## config.mk

```make
export PLATFORM = sky130hd
export DESIGN_NAME = mem_bus_initiator
export DESIGN_NICKNAME = d
export VERILOG_FILES = /design/src/rtl/mem_bus_pkg.sv /design/src/rtl/mem_bus_initiator.sv
export SDC_FILE = /design/constraint.sdc
export NUM_CORES = 1
export LEC_CHECK = 0
export ABC_AREA = 0
export BUFFER_PORTS_ARGS = -buffer_cell sky130_fd_sc_hd__buf_2
export CELL_PAD_IN_SITES_DETAIL_PLACEMENT = 2
export CELL_PAD_IN_SITES_GLOBAL_PLACEMENT = 2
export CORE_ASPECT_RATIO = 1.25
export CORE_MARGIN = 1
export CORE_UTILIZATION = 31
export CTS_CLUSTER_DIAMETER = 200
export DETAILED_ROUTE_END_ITERATION = 10
export GPL_ROUTABILITY_DRIVEN = 0
export PLACE_DENSITY = 0.83
export SLEW_MARGIN = 25
export SYNTH_ARGS = -nofsm -noshare
export SYNTH_HDL_FRONTEND = slang
export SYNTH_SLANG_ARGS = --single-unit
```

## constraint.sdc

```tcl
create_clock -name clk -period 6.2 [get_ports clk]
set_input_delay 1.24 -clock clk [delete_from_list [all_inputs] [get_ports clk]]
set_output_delay 1.24 -clock clk [all_outputs]
set_load 0.05 [all_outputs]
```

## src/rtl/mem_bus_pkg.sv

```systemverilog
// Shared types and lane helpers for the byte-access bus initiator.
// Word-aligned bus, four byte lanes, little-endian lane numbering.
package mem_bus_pkg;

  typedef enum logic [1:0] {
    IDLE = 2'd0,
    BUS  = 2'd1,
    RESP = 2'd2
  } state_t;

  localparam int LANES  = 4;
  localparam int ADDR_W = 32;
  localparam int DATA_W = 32;

  // Byte offset to one-hot write strobe.
  function automatic logic [3:0] lane_strobe(
    input logic [1:0] off
  );
    logic [3:0] s;
    s = 4'b0000;
    unique case (off)
      2'd0: s = 4'b0001;
      2'd1: s = 4'b0010;
      2'd2: s = 4'b0100;
      2'd3: s = 4'b1000;
      default: s = 4'b0000;
    endcase
    return s;
  endfunction

  // Pull the addressed byte out of a bus word.
  function automatic logic [7:0] lane_extract(
    input logic [31:0] w,
    input logic [1:0]  off
  );
    logic [7:0] b;
    b = 8'h00;
    unique case (off)
      2'd0: b = w[7:0];
      2'd1: b = w[15:8];
      2'd2: b = w[23:16];
      2'd3: b = w[31:24];
      default: b = 8'h00;
    endcase
    return b;
  endfunction

  // Place a byte in its lane; other lanes stay zero.
  function automatic logic [31:0] lane_insert(
    input logic [7:0] b,
    input logic [1:0] off
  );
    logic [31:0] w;
    w = 32'h0;
    unique case (off)
      2'd0: w = {24'h0, b};
      2'd1: w = {16'h0, b, 8'h0};
      2'd2: w = {8'h0, b, 16'h0};
      2'd3: w = {b, 24'h0};
      default: w = 32'h0;
    endcase
    return w;
  endfunction

endpackage

```

## src/rtl/mem_bus_initiator.sv

```systemverilog
// Byte read/write command to one word-aligned bus transaction.
// Single-issue, registered outputs, optional bus-wait timeout.
module mem_bus_initiator
  import mem_bus_pkg::*;
#(
  parameter int TIMEOUT_CYCLES = 255,
  parameter int TO_W           = 8
) (
  input  logic        clk,
  input  logic        rst,
  input  logic        cmd_valid,
  output logic        cmd_ready,
  input  logic [31:0] cmd_addr,
  input  logic        cmd_we,
  input  logic [7:0]  cmd_wdata,
  output logic        rsp_valid,
  input  logic        rsp_ready,
  output logic [7:0]  rsp_rdata,
  output logic        rsp_err,
  output logic        mem_valid,
  output logic [31:0] mem_addr,
  output logic [31:0] mem_wdata,
  output logic [3:0]  mem_wstrb,
  input  logic [31:0] mem_rdata,
  input  logic        mem_ready
);

  // Counter value seen on the edge that expires the wait.
  localparam logic [TO_W-1:0] TO_LAST =
    (TIMEOUT_CYCLES == 0) ? '0 : TO_W'(TIMEOUT_CYCLES - 1);
  localparam bit TO_EN = (TIMEOUT_CYCLES != 0);

  state_t          state;
  logic [1:0]      off_q;
  logic            we_q;
  logic [TO_W-1:0] to_cnt;
  logic            to_hit;
  logic            to_sat;

  // Wait expires on the TIMEOUT_CYCLES-th edge spent in BUS.
  assign to_hit = TO_EN && (to_cnt == TO_LAST);
  assign to_sat = &to_cnt;

  // Main control: accept, hold bus request, then present response.
  always_ff @(posedge clk or posedge rst) begin
    if (rst) begin
      state     <= IDLE;
      off_q     <= 2'd0;
      we_q      <= 1'b0;
      to_cnt    <= '0;
      cmd_ready <= 1'b1;
      rsp_valid <= 1'b0;
      rsp_rdata <= 8'h00;
      rsp_err   <= 1'b0;
      mem_valid <= 1'b0;
      mem_addr  <= 32'h0;
      mem_wdata <= 32'h0;
      mem_wstrb <= 4'b0000;
    end else begin
      unique case (state)
        IDLE: begin
          if (cmd_valid) begin
            off_q     <= cmd_addr[1:0];
            we_q      <= cmd_we;
            to_cnt    <= '0;
            cmd_ready <= 1'b0;
            rsp_rdata <= 8'h00;
            rsp_err   <= 1'b0;
            mem_valid <= 1'b1;
            mem_addr  <= {cmd_addr[31:2], 2'b00};
            mem_wdata <= cmd_we
                       ? lane_insert(cmd_wdata, cmd_addr[1:0])
                       : 32'h0;
            mem_wstrb <= cmd_we
                       ? lane_strobe(cmd_addr[1:0])
                       : 4'b0000;
            state     <= BUS;
          end
        end
        BUS: begin
          // Completion is checked first so it beats a same-edge timeout.
          if (mem_ready) begin
            mem_valid <= 1'b0;
            mem_wstrb <= 4'b0000;
            rsp_valid <= 1'b1;
            rsp_err   <= 1'b0;
            rsp_rdata <= we_q
                       ? 8'h00
                       : lane_extract(mem_rdata, off_q);
            state     <= RESP;
          end else if (to_hit) begin
            mem_valid <= 1'b0;
            mem_wstrb <= 4'b0000;
            rsp_valid <= 1'b1;
            rsp_err   <= 1'b1;
            rsp_rdata <= 8'h00;
            state     <= RESP;
          end else if (!to_sat) begin
            to_cnt <= to_cnt + 1'b1;
          end
        end
        RESP: begin
          if (rsp_ready) begin
            rsp_valid <= 1'b0;
            rsp_err   <= 1'b0;
            rsp_rdata <= 8'h00;
            cmd_ready <= 1'b1;
            state     <= IDLE;
          end
        end
        default: begin
          mem_valid <= 1'b0;
          mem_wstrb <= 4'b0000;
          rsp_valid <= 1'b0;
          cmd_ready <= 1'b1;
          state     <= IDLE;
        end
      endcase
    end
  end

endmodule

```

==> results of run 1 <==
==> Yosys cell counts, types with 2 or more instances <==
library cell and n:
nor2_1 5, or3_1 2, a2111oi_0 3, o22ai_1 2, dfrtp_1 90, mux2i_1 5, clkbuf_1 9, a22o_1 41
ha_1 2, a21o_1 4, buf_2 7, nand3_1 3, nand2_1 107, o211ai_1 2, a21oi_1 7, nand2b_1 5
or4_1 2, o21a_1 2, mux4_2 8, inv_1 5, o31ai_1 2, buf_4 3, nor2b_1 5, nor3b_4 3
and4_1 2, buf_1 2, o21ai_0 8
==> critical path, cell delays in order <==
cell	delay [ps]
buf_2	130
nor3b_4	170
buf_4	410
nand2_4	150
nor3b_4	470
a22o_1	220
==> report_power, final <==
group          internal, mW  leakage [nW]  switching [mW]  total, mW
logic                 0.329          1.41           0.975       1.30
registers             0.787          1.19           0.163      0.950
clock network         0.341         0.156           0.243      0.584
total                  1.46          2.75            1.38       2.84
==> logic make-up after synthesis <==
group | count (synthesis) | synth area share, %
adders and majority gates | 2 | 0.6455
AOI/OAI and AO/OA | 73 | 14.62
other | 1 | 0.09674
buffers and inverters | 26 | 3.034
DFF | 91 | 58.78
and+or+nand+nor | 140 | 16.88
muxes | 13 | 5.939
==> cells in the final DEF (no fill, tap or decap), types with 3 or more instances in the layout <==
cell type | synthesis | final
a21oi_1 | 7 | 7
inv_1 | 5 | 4
nand2b_1 | 5 | 5
mux4_2 | 8 | 8
nor2_1 | 5 | 5
buf_2 | 7 | 155
nor2b_1 | 5 | 5
o21ai_0 | 8 | 8
a2111oi_0 | 3 | 3
nand2_1 | 107 | 107
dfrtp_1 | 90 | 90
mux2i_1 | 5 | 5
nor3b_4 | 3 | 3
clkbuf_16 | 0 | 9
nand3_1 | 3 | 3
a22o_1 | 41 | 41
a21o_1 | 4 | 4
==> per-layer routing <==
metal,part of all wire (%),vias up,global-route usage [%]
li1,-,1507,-
met1,38,1704,24.09
met2,57,69,36.87
met3,3.1,17,3.118
met4,1.8,0,6.218
met5,0,-,0
==> sequential cells by signal, indices dropped and copies added (netlist names) <==
| signal | cells |
|---|---|
| we_q | 1 |
| mem_wstrb | 4 |
| state | 2 |
| rsp_rdata | 8 |
| rsp_err | 1 |
| off_q | 2 |
| to_cnt | 8 |
| mem_addr | 30 |
| mem_valid | 1 |
| rsp_valid | 1 |
| mem_wdata | 32 |
| cmd_ready | 1 |
==> metrics by stage <==
stage	std cells	total power [mW]	util (%)	hold slack (ps)
2_1_floorplan	347	1.920	-	447.2
3_3_place_gp	648	2.218	39.35	454.8
3_5_place_dp	648	2.276	39.35	462.5
4_1_cts	664	2.874	42.00	478.1
5_1_grt	664	2.979	42.03	499.4
6_report	664	2.837	42.03	472.4
==> area by class of cell <==
cell class | count | area [sq um] | share of cell area, %
clock buffers | 11 | 252.7 | 4.945
clock inverters | 5 | 68.82 | 1.346
inverters | 5 | 20.02 | 0.3917
multi-input cells | 230 | 1484 | 29.03
flip-flops and latches | 91 | 2278 | 44.58
well taps | 164 | 205.2 | 4.015
repair buffers | 158 | 802.0 | 15.69
==> path summary, 6_finish.rpt <==
| kind | to | slack [ps] |
|---|---|---|
| max reg2reg | rsp_rdata[3]$_DFFE_PP0P_ | 3950 |
| max in group asynchronous | mem_addr[31]$_DFFE_PP0P_ | 4410 |
| min reg2reg | mem_addr[31]$_DFFE_PP0P_ | 470 |
| max | mem_wdata[21]$_DFFE_PP0P_ | 3680 |
| min | mem_addr[31]$_DFFE_PP0P_ | 470 |
| min in group asynchronous | rsp_rdata[7]$_DFFE_PP0P_ | 810 |
==> impl_results.md, run 1 <==
* Final hold vios at 0
* Width of the die at 102.0 microns
* Clock period minus worst slack at 2525 ps
* Number of synthesized flops with an enable pin at 0
* CP Launch Type: input pin
* All-Layer GR Usage at 20.23%
* Die Ht at 127.0 microns
* Clock skew at 6.899 ps
* Longest Clk Path Bufs at 2
* Cell area after synthesis at 0.003876 sq mm
* Initial cell density of the core at 31.87%
* Vias in the first global route at 3551
* Setup Slack @ Placement at 3319 ps
* Site Rows at 45
* N_diodes at 0
* FILL cells at 1357
* Clk slew on worst S/H paths at 70 ps
* DRC at 0
* RSZ-0062 raised after global routing: false
* DRT Pass-1 Iters at 4
* DR iter-0 viols at 90
* HPWL Detailed at 8.970 mm
* Max-slew violations at 0
* Largest net degree at the start of global routing at 80
* TNS Setup at 0 ps
* Ys flop type: dfrtp_1
* Cell taking the most area after synthesis: dfrtp_1
* Wire length per cell at 18.73 microns
* Avg Inst Size Synth at 11.20 sq um
* Yosys cell types at 37
* Reg2reg start: state[1]$_DFFE_PP0P_
* H-tree levels at 3
* Required time of the critical path at 6470 ps
* Pwr dens at 555.1 mW/mm^2
* Worst hold path cell count at 2
* Antenna viol nets, final at 0
* Initial antenna violation count at 0
* Final Setup Violations at 0
* Min-Delay Path Class: register to register
* Top cell type's share of synthesized area at 58.10%
* Synthesized flop and latch total at 91
* Relative slew slack at 49.34%
* Tcrit/Tclk final at 40.72%
* Ys async rst share at 100.0%
* Worst path arrival time at 2800 ps
* Setup CP Type: input pin to register
* Yosys warnings at 0
* Worst skew pair latency at 340 ps
* CTS sink cnt at 91
* Wirelength, routed at 12.44 mm
* Resized Gates After CTS at 0
* Core Area at 0.01216 sq mm
* Setup bufs post-CTS at 0
* CTS tree: done
* Static Leak at 2.754 nW
* Hold Buf Count CTS at 0
* Grt ovf at 0
* Area growth, synth to finish at 31.86%
* Status: complete, no violations
* Synth top area cells: dfrtp_1 58%, nand2_1 10%, a22o_1 9.3%, mux4_2 4.6%, nor3b_4 1.5%
* Placed cell area at 0.004786 sq mm
* Number of nets in the layout at 575
* Root Buffer: clkbuf_16
* I/O pins at 158
* Die area at 0.01296 sq mm
* Origin of the worst min-delay path: mem_addr[31]$_DFFE_PP0P_
* Seq/Total Area, Yosys at 58.78%
* Max-cap violations at 0
* Vias per cell at 4.965
* Fmax at 396.1 MHz
* Crit-path max FO at 37
* Worst r2r path cells at 4
* Setup crit start: cmd_valid
* Share of cells above drive strength 1 at 38.40%
* Post-route design area at 0.005111 sq mm
* Worst-Margin Slew at 759.9 ps
* Total number of vias at 3297
* First-pass GRT wire length at 19.80 mm
* Port buffer count at 155
* CTS Buf Count at 9
* PnR worst setup slack at 3675 ps
* Max IR drop VDD at 0.1863 mV
* Critical Path Sink Type: register
* Mapped Cells at 346
Power figures use the tool's default switching activity.
==> run 2: changes to the inputs <==
Settings changed: CORE_UTILIZATION 31 to 26, PLACE_DENSITY 0.83 to 0.74.
Clock period 6.2 ns to 2.1 ns, I/O delays scaled along.
==> run 2 against run 1 <==
The run now ends with design-rule violations left; sequential share of layout area fell by 0.20 points; sequential power rose to 2.9 times the previous value; largest cell class unchanged; total power grew to 2.9 times the previous value; largest power group unchanged; die area increased by 19%.
==> impl_results.md, run 2 (synthesis gave the netlist of run 1 again) <==
* CP Launch Type: register
* Pwr dens at 1605 mW/mm^2
* Required time of the critical path at 2350 ps
* Status: finished with violations
* Clock period minus worst slack at 1925 ps
* Max-cap violations at 0
* Most flops, register: mem_wdata
* Max IR drop VDD at 0.5500 mV
* Worst-Margin Slew at 531.9 ps
* Wire length per cell at 17.66 microns
* Port buffer count at 155
* CP Buf/Inv Count at 1
* Antenna viol nets, final at 0
* Crit-path max FO at 4
* GRT met1 Usage at 18.58%
* First-pass GRT wire length at 19.51 mm
* DRT Pass-1 Iters at 7
* GRT busiest layer: met2
* CTS sink cnt at 91
* Number of flip-flops under the largest register name at 32
* HPWL Detailed at 8.978 mm
* Site Rows at 49
* Tcrit/Tclk final at 91.69%
* Wirelength, routed at 12.05 mm
* PnR worst setup slack at 174.5 ps
* Clk slew on worst S/H paths at 70 ps
* TNS Setup at 0 ps
* CTS Buf Count at 9
* Slowest stage delay, CP at 590 ps
* Root Buffer: clkbuf_16
* DRC at 4
* Failing checks: design-rule violations
* Die area at 0.01540 sq mm
* Static Leak at 2.753 nW
* Longest Clk Path Bufs at 2
* Total number of vias at 3268
* Min-Delay Path Class: input pin to asynchronous set/reset pin
* Final hold vios at 0
* Number of nets in the layout at 579
* N_diodes at 0
* CTS tree: done
* RSZ-0062 raised after global routing: false
* Core Area at 0.01447 sq mm
* Initial cell density of the core at 26.79%
* Width of the die at 111.2 microns
* Max-slew violations at 0
* Initial antenna violation count at 0
* Commonest cells after routing, fill and taps aside: 155 x buf_2, 107 x nand2_1, 90 x dfrtp_1, 41 x a22o_1, 9 x clkbuf_16
* Critical Path Sink Type: register
* Grt ovf at 0
* Overall power at 8.237 mW
* Vias per cell at 4.792
* Setup CP Type: register to register
* I/O pins at 158
* Relative slew slack at 63.62%
* Top delay family on crit path: compound AO/OA/AOI/OAI gates
* All-Layer GR Usage at 16.30%
* Clock skew at 10.56 ps
* Worst skew pair latency at 340 ps
* GRT met3 Usage at 2.937%
* Commonest non-fill, non-tap cell in the layout: buf_2
* Largest regs: mem_wdata: 32 flops, mem_addr: 30 flops
* Met2 Usage GRT at 29.14%
* DR iter-0 viols at 86
* Worst path arrival time at 2180 ps
* Setup Slack @ Placement at 160.4 ps
* Worst path cell trace: inv_1 -> ha_1 -> o211ai_1 -> o21ai_0 -> a2111oi_0 -> mux2i_1
* H-tree levels at 3
* Slowest stage cell, crit path: a2111oi_0
* Area growth, synth to finish at 32.44%
* Final Setup Violations at 0
* Share of cells above drive strength 1 at 38.89%
* Vias in the first global route at 3634
* Largest net degree at the start of global routing at 77
* Fmax at 519.3 MHz
* Die Ht at 138.5 microns
-- run 2: repair_timing --
item | CTS | global route
buffers inserted | 0 | 0
hold buffers | 0 | 0
resized for setup | 0 | 2
endpoints found under the setup margin | 0 | 2
-- run 2: final timing paths --
kind,startpoint,endpoint,slack (ps),depth (start not counted)
max,to_cnt[0]$_DFFE_PP0P_,to_cnt[7]$_DFFE_PP0P_,170,6
min,rst,mem_wdata[6]$_DFFE_PP0P_,60,2
max reg2reg,to_cnt[0]$_DFFE_PP0P_,to_cnt[7]$_DFFE_PP0P_,170,6
min reg2reg,mem_addr[30]$_DFFE_PP0P_,mem_addr[30]$_DFFE_PP0P_,470,2
max in group asynchronous,rst,cmd_ready$_DFFE_PP1P_,1310,3
min in group clk,cmd_addr[24],mem_addr[24]$_DFFE_PP0P_,270,3
-- run 2: where the power goes --
group / switching, mW / total (mW) / leakage [nW] / internal (mW)
combinational: 2.89 / 3.90 / 1.43 / 1.01
clock: 0.738 / 1.56 / 0.135 / 0.822
sequential: 0.458 / 2.78 / 1.19 / 2.32
-- run 2: layout make-up --
cell class,count,area [sq um]
repair buffers,162,840.8
multi-input cells,230,1486
flip-flops and latches,91,2278
fillers,1614,9335
clock inverters,7,57.56
clock buffers,9,225.2
inverters,5,22.52
well taps,178,222.7
-- run 2: per-layer routing --
layer  routed length (microns)  vias up
met4                       369        0
li1                          -     1511
met1                      4716     1660
met3                       404       24
met2                      6556       73
met5                         0        -
-- run 2: metrics by stage --
| stage | cells | cell area, sq um | hold slack, ps | util, % |
|---|---|---|---|---|
| after floorplan | 347 | 3884 | 447.2 | - |
| after global placement | 666 | 4848 | 419.9 | 33.51 |
| after detailed placement | 666 | 4848 | 430.9 | 33.51 |
| after CTS | 682 | 5131 | 55.99 | 35.46 |
| after global routing | 682 | 5134 | 64.28 | 35.48 |
| final | 682 | 5134 | 56.96 | 35.48 |
==> run 3: changes to the inputs <==
Settings changed: CORE_MARGIN 1 to 10, CTS_CLUSTER_SIZE set to 24, TNS_END_PERCENT set to 50.
==> run 3 against run 2 <==
Maximum frequency is 1.4% lower; core utilization is 0.15 points higher; the run now ends clean; combinational power hardly changed; sequential cell count stayed put; hold slack better by 75 ps; count of clock-buffer cells in the layout stayed put; via count is 1.3% higher; register-to-register slack worse by 30 ps; first-iteration DRC count is 2.3% lower; sequential share of layout area is 0.38 points lower; setup slack worse by 27 ps.
==> impl_results.md, run 3 (synthesis gave the netlist of run 1 again) <==
* Die area at 0.02022 sq mm
* Worst path arrival time at 2220 ps
* Total number of vias at 3309
* Site Rows at 49
* Worst path cell trace: inv_1 -> ha_1 -> o211ai_1 -> o21ai_0 -> a2111oi_0 -> mux2i_1
* Relative slew slack at 58.69%
* Worst skew pair latency at 350 ps
* Vias per cell at 4.838
* PnR worst setup slack at 148.0 ps
* Post-Layout Cell Count at 684
* Setup CP Type: register to register
* Port buffer count at 155
* Setup Slack @ Placement at 105.1 ps
* Number of nets in the layout at 581
* Critical Path Sink Type: register
* Final hold vios at 0
* CTS Buf Count at 9
* Clock skew at 8.245 ps
* CP Launch Type: register
* H-tree levels at 3
* Antenna viol nets, final at 0
* Required time of the critical path at 2370 ps
* Status: complete, no violations
* All-Layer GR Usage at 13.98%
* Wire length per cell at 19.99 microns
* Worst r2r path cells at 6
* Root Buffer: clkbuf_16
* R2R Setup Slk at 150 ps
* Final core utilization at 35.63%
* Die Ht at 156.5 microns
* Slowest stage delay, CP at 590 ps
* Number of flip-flops under the largest register name at 32
* Reg2reg end: to_cnt[7]$_DFFE_PP0P_
* Grt ovf at 0
* DRT Pass-1 Iters at 4
* Largest regs: mem_wdata: 32 flops, mem_addr: 30 flops
* Largest net degree at the start of global routing at 52
* Dpl cells at 668
* Hold_ws at 132.4 ps
* Area growth, synth to finish at 33.57%
* DRC at 0
* Width of the die at 129.2 microns
* DR iter-0 viols at 84
* Longest Clk Path Bufs at 2
* I/O pins at 158
* First-pass GRT wire length at 21.83 mm
* Post-route design area at 0.005177 sq mm
* FILL cells at 1567
* Final Setup Violations at 0
* Vias in the first global route at 3859
* Crit-path max FO at 4
* Static Leak at 2.781 nW
* Initial cell density of the core at 26.68%
* Pwr dens at 1632 mW/mm^2
* Worst-Margin Slew at 618.4 ps
* HPWL Detailed at 10.56 mm
* Initial antenna violation count at 0
* Share of cells above drive strength 1 at 39.13%
* Reg2reg start: to_cnt[0]$_DFFE_PP0P_
* Tcrit/Tclk final at 92.95%
* Commonest non-fill, non-tap cell in the layout: buf_2
* RSZ-0062 raised after global routing: true
* Min-Delay Path Class: input pin to asynchronous set/reset pin
* CTS tree: done
* Setup bufs post-CTS at 0
* Most flops, register: mem_wdata
* Clk slew on worst S/H paths at 80 ps
* Max IR drop VDD at 0.6252 mV
* Slowest stage cell, crit path: a2111oi_0
* Fmax at 512.3 MHz
* Wirelength, routed at 13.68 mm
* Core Area at 0.01453 sq mm
* Max-slew violations at 0
* Commonest cells after routing, fill and taps aside: 155 x buf_2, 107 x nand2_1, 90 x dfrtp_1, 41 x a22o_1, 9 x clkbuf_16
* Max-cap violations at 0
* CTS sink cnt at 91
* Clock period minus worst slack at 1952 ps
* Placed cell area at 0.004863 sq mm
* N_diodes at 0
-- run 3: metal layers --
metal | vias to the layer above | GRT usage [%] | part of all wire, %
li1 | 1511 | - | -
met1 | 1723 | 14.73 | 38
met2 | 64 | 25.95 | 57
met3 | 11 | 2.874 | 3.9
met4 | 0 | 6.294 | 1.6
met5 | - | 0 | 0
-- run 3: worst max-delay path: cells and delay by family, from the launching register on --
| family | cells | cell delay, ps |
|---|---|---|
| AO/OA/AOI/OAI | 3 | 910 |
| flip-flops | 1 | 370 |
| adder cells (fa/ha/maj) | 1 | 250 |
| buffers and inverters | 1 | 80 |
| multiplexers | 1 | 250 |
-- run 3: how the worst max path moves through the flow --
stage | start | end | cells after the start
6_report | to_cnt[0]$_DFFE_PP0P_ | to_cnt[7]$_DFFE_PP0P_ | 6
2_1_floorplan | to_cnt[0]$_DFFE_PP0P_ | to_cnt[3]$_DFFE_PP0P_ | 6
5_1_grt | to_cnt[0]$_DFFE_PP0P_ | to_cnt[5]$_DFFE_PP0P_ | 6
3_3_place_gp | to_cnt[0]$_DFFE_PP0P_ | to_cnt[7]$_DFFE_PP0P_ | 6
3_5_place_dp | to_cnt[0]$_DFFE_PP0P_ | to_cnt[5]$_DFFE_PP0P_ | 6
4_1_cts | to_cnt[0]$_DFFE_PP0P_ | to_cnt[5]$_DFFE_PP0P_ | 6
-- run 3: cell type report --
| type | instances | area [sq um] | share of cell area, % |
|---|---|---|---|
| Tap cell | 178 | 222.7 | 4.302 |
| Clock buffer | 9 | 225.2 | 4.350 |
| Clock inverter | 7 | 88.84 | 1.716 |
| Sequential cell | 91 | 2278 | 44.01 |
| Multi-Input combinational cell | 230 | 1484 | 28.66 |
| Inverter | 5 | 22.52 | 0.4350 |
| Timing Repair Buffer | 164 | 855.8 | 16.53 |
-- run 3: stage by stage --
step / TNS [ps] / power (mW)
CTS: 0 / 8.597
global placement: 0 / 6.662
finish: 0 / 8.452
floorplan: 0 / 5.669
detailed placement: 0 / 6.798
global route: -218.1 / 8.965
-- run 3: what timing repair did --
| action | in CTS | in global routing |
|---|---|---|
| hold endpoints to repair | 0 | 0 |
| gates resized for setup | 0 | 0 |
| hold buffers | 0 | 0 |
| endpoints found under the setup margin | 0 | 3 |
-- run 3: power by group --
part           switching [mW]  internal, mW
Combinational            2.92         0.994
Sequential              0.463          2.32
Clock                   0.793         0.958
